## src/rtl/leaf_user_in_fifo.sv

```systemverilog
// leaf_user_in_fifo: elastic buffer between the leaf interface's data/vld/ack
// output and the user kernel. The words are held in a small memory plus a registered
// output stage, and the block keeps a running count of the words it has accepted.
module leaf_user_in_fifo #(
    parameter int unsigned PAYLOAD_BITS = 32,
    parameter int unsigned DEPTH_BITS   = 4,
    parameter int unsigned AF_MARGIN    = 1
) (
    input  logic                    clk_user,
    input  logic                    reset,
    input  logic [PAYLOAD_BITS-1:0] dout_leaf_interface2user,
    input  logic                    vld_interface2user,
    output logic                    ack_user2interface,
    output logic [PAYLOAD_BITS-1:0] m_tdata,
    output logic                    m_tvalid,
    input  logic                    m_tready,
    output logic [DEPTH_BITS:0]     occupancy,
    output logic [31:0]             rx_count
);

    localparam int unsigned Depth    = 2 ** DEPTH_BITS;
    // The output register holds one word, so the memory needs one slot fewer.
    localparam int unsigned MemSlots = Depth - 1;

    typedef logic [DEPTH_BITS:0]   cnt_t;
    typedef logic [DEPTH_BITS-1:0] ptr_t;

    localparam cnt_t AckLimit = cnt_t'(Depth - AF_MARGIN);
    localparam ptr_t LastSlot = ptr_t'(MemSlots - 1);

    logic [PAYLOAD_BITS-1:0] mem [MemSlots];

    logic                    ack_q, ack_d;
    logic                    tvalid_q, tvalid_d;
    logic [PAYLOAD_BITS-1:0] tdata_q, tdata_d;
    cnt_t                    occ_q, occ_d;
    logic [31:0]             rx_q, rx_d;
    ptr_t                    wr_ptr_q, wr_ptr_d;
    ptr_t                    rd_ptr_q, rd_ptr_d;

    logic push, pop, mem_empty, bypass, mem_wr, mem_rd;
    cnt_t mem_cnt;

    // Transfer decode: where each pushed word goes and whether memory feeds the output.
    always_comb begin
        push      = vld_interface2user && ack_q;
        pop       = tvalid_q && m_tready;
        mem_cnt   = occ_q - cnt_t'(tvalid_q);
        mem_empty = (mem_cnt == '0);
        // A word may skip memory only if nothing older is queued ahead of it.
        bypass    = push && (!tvalid_q || (pop && mem_empty));
        mem_wr    = push && !bypass;
        mem_rd    = pop && !mem_empty;
    end

    // Next-state for output stage, pointers, occupancy, ack and statistic.
    always_comb begin
        tvalid_d = tvalid_q;
        tdata_d  = tdata_q;
        wr_ptr_d = wr_ptr_q;
        rd_ptr_d = rd_ptr_q;

        if (pop) begin
            tvalid_d = mem_rd || bypass;
        end else if (bypass) begin
            tvalid_d = 1'b1;
        end

        if (bypass) begin
            tdata_d = dout_leaf_interface2user;
        end else if (mem_rd) begin
            tdata_d = mem[rd_ptr_q];
        end

        if (mem_wr) begin
            wr_ptr_d = (wr_ptr_q == LastSlot) ? '0 : wr_ptr_q + ptr_t'(1);
        end
        if (mem_rd) begin
            rd_ptr_d = (rd_ptr_q == LastSlot) ? '0 : rd_ptr_q + ptr_t'(1);
        end

        occ_d = occ_q + cnt_t'(push) - cnt_t'(pop);
        // Ack looks at next occupancy so a push can never land on a full block.
        ack_d = (occ_d < AckLimit);
        rx_d  = rx_q + 32'(push);
    end

    // State registers with synchronous reset.
    always_ff @(posedge clk_user) begin
        if (reset) begin
            ack_q    <= 1'b0;
            tvalid_q <= 1'b0;
            tdata_q  <= '0;
            occ_q    <= '0;
            rx_q     <= '0;
            wr_ptr_q <= '0;
            rd_ptr_q <= '0;
        end else begin
            ack_q    <= ack_d;
            tvalid_q <= tvalid_d;
            tdata_q  <= tdata_d;
            occ_q    <= occ_d;
            rx_q     <= rx_d;
            wr_ptr_q <= wr_ptr_d;
            rd_ptr_q <= rd_ptr_d;
        end
    end

    // Storage array; contents are don't-care after reset so it is not cleared.
    always_ff @(posedge clk_user) begin
        if (!reset && mem_wr) begin
            mem[wr_ptr_q] <= dout_leaf_interface2user;
        end
    end

    assign ack_user2interface = ack_q;
    assign m_tvalid           = tvalid_q;
    assign m_tdata            = tdata_q;
    assign occupancy          = occ_q;
    assign rx_count           = rx_q;

endmodule

```

## config.mk

```make
export PLATFORM = sky130hd
export DESIGN_NAME = leaf_user_in_fifo
export DESIGN_NICKNAME = d
export VERILOG_FILES = /design/src/rtl/leaf_user_in_fifo.sv
export SDC_FILE = /design/constraint.sdc
export NUM_CORES = 1
export LEC_CHECK = 0
export CORE_MARGIN = 3
export CORE_UTILIZATION = 55
export DETAILED_ROUTE_END_ITERATION = 12
export PLACE_DENSITY = 0.7
export SLEW_MARGIN = 20
export SYNTH_ARGS = -nofsm -noshare
export SYNTH_HDL_FRONTEND = slang
export SYNTH_SLANG_ARGS = --single-unit
```

## constraint.sdc

```tcl
create_clock -name clk_user -period 9.2 [get_ports clk_user]
set_input_delay 1.38 -clock clk_user [delete_from_list [all_inputs] [get_ports clk_user]]
set_output_delay 1.38 -clock clk_user [all_outputs]
set_load 0.05 [all_outputs]
```

==> Word level (Yosys, flattened, before mapping) <==
Memory sizes are Yosys's and may differ from the RTL's. A register that Yosys moved wholly into a read port is not among the register bits.
Cells that the tools add are included.
{ "op_classes": {"n_addsub": 6, "mul": 0, "n_div": 0, "magnitude_cmp": 1, "eq_ne": 2, "shifts": 0, "n_mux": 10, "bitwise": 0, "n_reduce_logical": 16} }
{ "ops": {"columns": ["operator", "count"], "rows": [
  ["32-bit 2-to-1 mux", 2],
  ["32-bit by 1-bit adder with 32-bit output", 1],
  ["4-bit 2-to-1 mux", 4],
  ["5-bit by 1-bit subtractor with 5-bit output", 2],
  ["4-bit by 1-bit adder with 4-bit output (second input constant)", 2],
  ["4-bit == test (second input constant)", 2],
  ["1-bit logical AND", 7],
  ["5-bit by 1-bit adder with 5-bit output", 1],
  ["5-bit zero test", 1],
  ["5-bit by 4-bit less-than comparator with 1-bit output (second input constant)", 1],
  ["1-bit zero test", 4],
  ["1-bit 2-to-1 mux", 4],
  ["2-bit nonzero test", 2],
  ["1-bit logical OR", 2]
]} }
{ "totals": {"register_bits": 79, "latchBits": 0, "mem_bits_rw": 480, "mem_bits_ro": 0, "input_bits": 36, "output_inout_bits": 71, "elab_cells": 43, "memories": 1} }
{ "memory_table": {"columns": ["name", "depth", "width", "rd", "rd_ports_with_merged_regs", "write_ports", "line_no", "rtl"], "rows": [
  ["mem", 15, 32, 1, 1, 1, "31", "logic [PAYLOAD_BITS-1:0] mem [MemSlots];"]
]} }

==> Depth between registers and ports, before layout <==
Gate-level depths: netlist of the first run.
{ "logic_depth": {"word_depth": 10, "depth_mapped": 11, "ltp_nobuf": 11} }

==> Least setup slack after synthesis of the first run <==
OpenSTA, ideal clock, no wires.
{ "synth_path": {"kind": "input -> register", "start": "in vld_interface2user", "end": "mem mem[6][0] (enable)", "arrival_time_ps": 5341, "required_time_ps": 8687, "setup_slack_ps": 3346, "cell_stages": 4, "cell_sequence": "nand2_1 > clkbuf_1 > or2_2 > nor4b_1"} }
{ "synth_via": {"elab_chain_cells": 7} }
{ "synth_rtl": {"columns": ["item", "line_no", "rtl"], "rows": [
  ["start, declared", "12", "input logic vld_interface2user,"],
  ["1-bit logical AND (*)", "46", "push = vld_interface2user && ack_q;"],
  ["1-bit logical AND", "51", "bypass = push && (!tvalid_q || (pop && mem_empty));"],
  ["1-bit zero test", "52", "mem_wr = push && !bypass;"],
  ["1-bit logical AND (*)", "52", null],
  ["1-bit logical AND (*)", "111", "if (!reset && mem_wr) begin"],
  ["1-bit 2-to-1 mux (*)", "111", null],
  ["1-bit 2-to-1 mux (not written as such) (*)", "112", "mem[wr_ptr_q] <= dout_leaf_interface2user;"],
  ["end, declared", "31", null]
]} }
Mark *: on every way between the ends. The rest lies on a longest branch, timed or not.

==> Worst setup path in the final report of the first run <==
{ "layout_path": {"start": "in vld_interface2user", "end": "reg rx_q[30] (netlist: rx_count[30])"} }
{ "layout_via": {"elab_chain_cells": 2} }
{ "layout_rtl": {"columns": ["item", "line_no", "rtl"], "rows": [
  ["1-bit logical AND", "46", null],
  ["32-bit by 1-bit adder with 32-bit output", "85", "rx_d = rx_q + 32'(push);"],
  ["end signal, assigned", "103", "rx_q <= rx_d;"],
  ["end, declared", "37", "logic [31:0] rx_q, rx_d;"]
]} }
No other way between the ends.
A chain may end at the register's enable or synchronous reset.

==> results.md, run 1 <==
- Endpoints failing hold: 0
- Cts hold-fix bufs: 0
- Die height: about 210 µm
- Fin Clk Skew: between 0.015 and 0.02 ns
- Number of library cell types mapped by synthesis: 52
- Number of synthesized flops with an enable pin: 480
- Slowest CP cell: clkdlybuf4s50_1
- PwrDens: ~220 mW/mm²
- Worst-margin pin slew: 1.09 ns
- Crit end category: flop
- Die area: around 0.042 mm²
- Final TNS setup: 0 ns
- Core Box Area: 0.0389 mm²
- HP Class: reg2reg
- Worst-Skew Late Latency: 0.59 ns
- CTS Buf Count: 55
- Layout net count: approximately 1400
- Worst path bufs/invs: 2
- Register area share after synthesis: 0.735
- Fmax: ~280 MHz
- Post-Syn Area: between 0.02 and 0.025 mm²
- Crit start category: input port
- Avg Cell Area, Syn: about 17 µm²
- Worst Path Required: between 9 and 10 ns
- ANT cells: 0
- CTS resizes: 0
- DRT iter0 DRCs: just under 1000
- Fin crit period: 3.62 ns
- Initial Util: 0.562
- Layout cell share with drive strength beyond 1: 0.146
- Synthesis warning total: 0
- Post-synth ARST share: 0
- Worst-path fanout max: 12
- Clock Root Buffer: clkbuf_16
- DR pass1 iterations: 6
- Setup CP Type: in2reg
- Max IR drop VDD: approximately 160 µV
- Max H-tree Level: 2
- Initial antenna violation count: 1
- Post-Syn Instances: approximately 1300
- Top_reg_cell synth: edfxtp_1
- Post-Place Worst Slack: between 4 and 5 ns
- Die W: between 200 and 250 µm
- Clock-pin transition on the worst setup and hold timing paths: around 0.06 ns
- Seq. cell area: about 0.016 mm²
- CTS tree: built
- Area delta synth->final: 16.1%
- Fill cell count: 2710
- Setup Buffers After CTS: 0
- DPL Wire Length: 24400 µm
- Post-synthesis register bit count: 563
- Run status: finished, final reports clean
- Drc violations: 0
- # port buffers: about 110
- Area of the multi-input gates: about 0.0055 mm²
- PnR worst setup slack: 5.58 ns
- Final count of pins violating max slew: 0
- Ports: about 110
- First-pass GRT wire length: 71200 µm
- Row cnt: 72
- Leakage: between 7 and 8 nW
- GRT overflow: 0
- Largest net degree at the start of global routing: 72
- RSZ-0062 raised after global routing: false
- Setup-failing EPs final: 0
- Vias in the first global route: roughly 12000
- Post-synthesis net count: ~1300
- CP cell instances: clkdlybuf4s50_1 > nand2_1 > inv_1 > ha_1 > ha_1 > and4_1 > nor4b_4 > nand3_1 > o21a_1 > o21a_1
- Cell family with most CP delay: simple AND/OR/NAND/NOR gates
- Via-to-Cell Ratio: 6.09
- Placed cell count: 1841
- ANT nets after route: 0
- Num Clock Sinks: ~560
- Detailed-route via count: roughly 12000
- Fin crit share: 0.393
- Final std cells w/o fill: between 1500 and 2000
- Worst stage delay on the critical path: approximately 0.45 ns
- Clk buf depth: 3
- Total wire length: 46600 µm
- Slew HR: 0.274
- Placer congestion estimate: around 0.81
- Worst Path Arrival: 4.11 ns
- GRT Total Usage: 0.224
- DR WL/cell: approximately 24 µm
- Max-Cap Viols: 0
==> synthesized netlist by cell type (all sizes together), types with 32 or more instances <==
cell	count	area, µm²
buf	33	174
o22ai	32	200
edfxtp	480	14400
nor2	38	143
dfxtp	83	1660
o221ai	32	280
mux2i	129	1290
nand2	58	218
clkbuf	45	169
a21oi	44	231
o32ai	32	280
o21ai	40	200
mux4	64	1440
==> stage by stage <==
step | hold WS (ns) | area (µm²) | power (W) | utilization
2_1_floorplan | 0.499 | 21900 | 0.00330 | -
3_3_place_gp | 0.505 | 23500 | 0.00348 | 0.605
3_5_place_dp | 0.512 | 23500 | 0.00349 | 0.605
4_1_cts | 0.524 | 25400 | 0.00575 | 0.652
5_1_grt | 0.548 | 25400 | 0.00590 | 0.652
6_report | 0.521 | 25400 | 0.00570 | 0.652
==> layout make-up <==
| class | count | area share |
|---|---|---|
| clock buffer | 70 | 0.0577 |
| clock inverter | 34 | 0.0150 |
| inverter | 12 | 0.00177 |
| multi-input combinational | 612 | 0.216 |
| sequential | 563 | 0.633 |
| tap | 518 | 0.0255 |
| timing repair buffer | 136 | 0.0505 |
==> worst paths after layout <==
path                                 from                        to  slack, ns  cells past startpoint
setup / recovery       vld_interface2user   rx_count[30]$_SDFF_PP0_       5.58                     10
hold / removal    rx_count[27]$_SDFF_PP0_   rx_count[27]$_SDFF_PP0_       0.52                      2
setup reg to reg                     flop  m_tdata[21]$_SDFFE_PP0P_       5.65                      5
hold reg to reg   rx_count[27]$_SDFF_PP0_   rx_count[27]$_SDFF_PP0_       0.52                      2
==> cell usage in the layout (no fill, tap or decap), types with 3 or more instances in the layout <==
| cell | synthesis | layout |
|---|---|---|
| dfxtp_1 | 83 | 80 |
| inv_1 | 12 | 12 |
| bufinv_16 | 0 | 8 |
| nand2_1 | 58 | 58 |
| buf_4 | 6 | 30 |
| clkinv_1 | 0 | 9 |
| nand4_1 | 6 | 6 |
| o21ai_0 | 40 | 40 |
| mux4_2 | 64 | 64 |
| o22ai_1 | 32 | 32 |
| nand3_1 | 15 | 15 |
| nor2_1 | 38 | 37 |
| mux2i_1 | 129 | 129 |
| or3_1 | 3 | 3 |
| nor3_1 | 15 | 8 |
| o32ai_1 | 32 | 32 |
| o221ai_1 | 32 | 32 |
| or4_1 | 3 | 3 |
| edfxtp_1 | 480 | 480 |
| xor2_1 | 20 | 20 |
| clkbuf_1 | 45 | 13 |
| nand2b_1 | 7 | 7 |
| and3_1 | 6 | 6 |
| nor4_2 | 0 | 6 |
| and4_1 | 5 | 5 |
| xnor2_1 | 10 | 10 |
| or2_2 | 4 | 4 |
| and2_1 | 3 | 3 |
| nor3_2 | 1 | 8 |
| a21oi_1 | 43 | 43 |
| clkdlybuf4s50_1 | 0 | 105 |
| clkinv_2 | 0 | 13 |
| ha_1 | 9 | 9 |
| clkbuf_16 | 0 | 56 |
| nor2b_1 | 5 | 5 |
==> metal layers <==
layer / part of all wire / global-route usage
met5: 0.00043 / 0
met4: 0.022 / 0.0654
met3: 0.075 / 0.0411
met2: 0.49 / 0.364
met1: 0.41 / 0.314
==> worst register-to-register path, stage by stage (launching register included) <==
cell     delay, ns
dfxtp_4       0.97
buf_4         0.54
buf_4         0.84
mux4_2        0.71
o22ai_1       0.22
o32ai_1       0.12
==> sequential cells by signal (all words and copies together), names as in the netlist, named ones only <==
name	count
wr_ptr_q	4
rx_count	32
mem	480
occupancy	5
ack_user2interface	1
m_tdata	32
rd_ptr_q	4
m_tvalid	1
==> where the power goes <==
group	switching, W	internal (W)
Clock	0.000920	0.00135
Sequential	0.0000468	0.00281
Combinational	0.000351	0.000231
==> kinds of logic (layout without fill, tap and decap cells) <==
group,count (synthesis),in the layout,share of synthesized area
compound gates,195,195,0.0609
flops,563,563,0.735
simple gates,183,183,0.0425
fa+ha+maj,10,10,0.00607
mux,194,194,0.126
buf+inv,90,252,0.0177
xor+xnor,30,30,0.0120
Power figures use the tool's default switching activity.
==> inputs of run 2 (changes only) <==
==> constraint.sdc (replaced) <==
create_clock -name clk_user -period 3.6 [get_ports clk_user]
set_input_delay 0.54 -clock clk_user [delete_from_list [all_inputs] [get_ports clk_user]]
set_output_delay 0.54 -clock clk_user [all_outputs]
set_load 0.05 [all_outputs]
==> run 2 against run 1 <==
- wire length is 4.9% lower
- utilization up 0.44 points
- final cell count up 0.46%
- flip-flop and latch count stayed put
- largest cell class unchanged
- sequential share of layout area down 0.42 points
==> results.md, run 2 (synthesis gave the netlist of run 1 again) <==
- Run status: finished, final reports clean
- Final count of pins violating max slew: 0
- Max H-tree Level: 2
- Clock Root Buffer: clkbuf_16
- FF-to-FF Start: occupancy[2]$_SDFF_PP0_
- Via-to-Cell Ratio: 6.00
- Stages on worst setup path: 7
- Total wire length: ~44000 µm
- Worst Path Required: about 3.8 ns
- Worst Setup EP: mem[14][16]$_DFFE_PP_
- DRT iter0 DRCs: ~840
- Core Box Area: 0.0389 mm²
- GRT Total Usage: 0.215
- Initial antenna violation count: 0
- ANT nets after route: 0
- Worst-margin pin slew: 1.03 ns
- CP cell instances: inv_1 > ha_1 > and3_1 > o211a_1 > a31o_4 > nor4_4 > buf_4
- Worst R2R Path Depth: 7
- PwrDens: roughly 560 mW/mm²
- Final TNS setup: 0 ns
- Fin Clk Skew: between 0.015 and 0.02 ns
- Cell family with most CP delay: compound AO/OA/AOI/OAI gates
- Worst-Skew Late Latency: 0.59 ns
- Leakage: ~8 nW
- Net Sw Power: approximately 0.0033 W
- Comb pwr share: 0.107
- CTS Buf Count: between 50 and 60
- RSZ-0062 raised after global routing: false
- Most common cell after layout, fill and taps aside: edfxtp_1
- Flop pwr share: 0.503
- Max-Cap Viols: 0
- Clock-pin transition on the worst setup and hold timing paths: approximately 0.060 ns
- Reg2Reg Setup Slack: 0.78 ns
- Vias in the first global route: roughly 12000
- Worst Path Arrival: roughly 3.0 ns
- Fill cell count: 2664
- Max reg flops: 480
- DR pass1 iterations: 5
- Area delta synth->final: 16.9%
- Layout net count: 1435
- First-pass GRT wire length: around 70000 µm
- HP Class: in2reg
- DR WL/cell: around 23 µm
- DPL Wire Length: approximately 26000 µm
- Reg with most FFs: mem
- Endpoints failing hold: 0
- Critical path launch point: occupancy[2]$_SDFF_PP0_
- Slew HR: 0.314
- Num Clock Sinks: about 560
- # port buffers: between 100 and 150
- Die height: roughly 210 µm
- Largest net degree at the start of global routing: 76
- Crit end category: flop
- Die W: between 200 and 250 µm
- CTS resizes: 0
- Cts hold-fix bufs: 0
- Ports: about 110
- Drc violations: 0
- Detailed-route via count: approximately 12000
- Crit start category: flop
- Clk buf depth: 3
- Final hold slack: 0.456 ns
- Fin crit share: 0.782
- ANT cells: 0
- Die area: 0.0422 mm²
- RR Endpoint: mem[14][16]$_DFFE_PP_
- Worst stage delay on the critical path: between 0.5 and 0.6 ns
- Setup CP Type: reg2reg
- Cell-internal power: roughly 0.011 W
- Max IR drop VDD: ~360 µV
- CTS tree: built
- Worst path bufs/invs: 2
- Fmax: between 300 and 400 MHz
- Initial Util: 0.562
- Fin crit period: 2.82 ns
- Commonest non-fill, non-tap cells in the layout: edfxtp_1 (480), mux2i_1 (129), clkdlybuf4s50_1 (105), dfxtp_1 (80), mux4_2 (64)
- Placer congestion estimate: between 0.7 and 0.8
- Slowest CP cell: buf_4
- Row cnt: 72
- Worst-path fanout max: 32
- Sw Share: 0.230
- Layout cell share with drive strength beyond 1: 0.153
- GRT overflow: 0
- Setup Buffers After CTS: 0
- Setup-failing EPs final: 0
- Clock power share: 0.390
-- run 2: how the worst min path moves through the flow --
stage	slack, ns	cells past startpoint	startpoint	to
final	0.46	3	reset	rx_count[7]$_SDFF_PP0_
after global routing	0.46	3	reset	rx_count[17]$_SDFF_PP0_
after CTS	0.43	3	reset	rx_count[7]$_SDFF_PP0_
after detailed placement	0.52	2	rx_count[29]$_SDFF_PP0_	rx_count[29]$_SDFF_PP0_
after global placement	0.50	2	m_tdata[30]$_SDFFE_PP0P_	m_tdata[30]$_SDFFE_PP0P_
after floorplan	0.50	2	wr_ptr_q[2]$_SDFFE_PP0P_	wr_ptr_q[2]$_SDFFE_PP0P_
-- run 2: area by class of cell --
type                    instances  area (µm²)  area share
repair buffers                145        1390      0.0542
flip-flops and latches        563       16100       0.629
inverters                      12        45.0     0.00176
multi-input cells             612        5600       0.219
well taps                     518         648      0.0254
clock inverters                14         159     0.00622
clock buffers                  90        1640      0.0643
-- run 2: per-layer routing --
layer	track usage	part of all wire	routed length, µm
met5	0	0	0
met4	0.0510	0.016	718
met3	0.0414	0.056	2490
met2	0.350	0.49	21500
met1	0.306	0.44	19500
-- run 2: worst min-delay path, stage by stage --
cell and delay (ns):
buf_2 0.12, buf_4 0.22, nor2_1 0.11
-- run 2: metrics by stage --
stage / utilization / total power (W) / std cells / setup slack [ns] / instance area [µm²]
6_report: 0.657 / 0.0144 / 1954 / 0.784 / 25600
5_1_grt: 0.657 / 0.0149 / 1954 / 0.681 / 25600
4_1_cts: 0.657 / 0.0145 / 1954 / 0.795 / 25600
3_5_place_dp: 0.611 / 0.00894 / 1850 / 0.513 / 23800
3_3_place_gp: 0.611 / 0.00891 / 1850 / 0.553 / 23800
2_1_floorplan: - / 0.00846 / 1265 / -0.658 / 22000
-- run 2: power groups by stage --
stage | sequential, W | combinational, W | clock, W
floorplan | 0.00768 | 0.000775 | 0
global route | 0.00726 | 0.00165 | 0.00602
detailed placement | 0.00739 | 0.00155 | 0
CTS | 0.00725 | 0.00156 | 0.00572
finish | 0.00725 | 0.00155 | 0.00562
global placement | 0.00739 | 0.00152 | 0
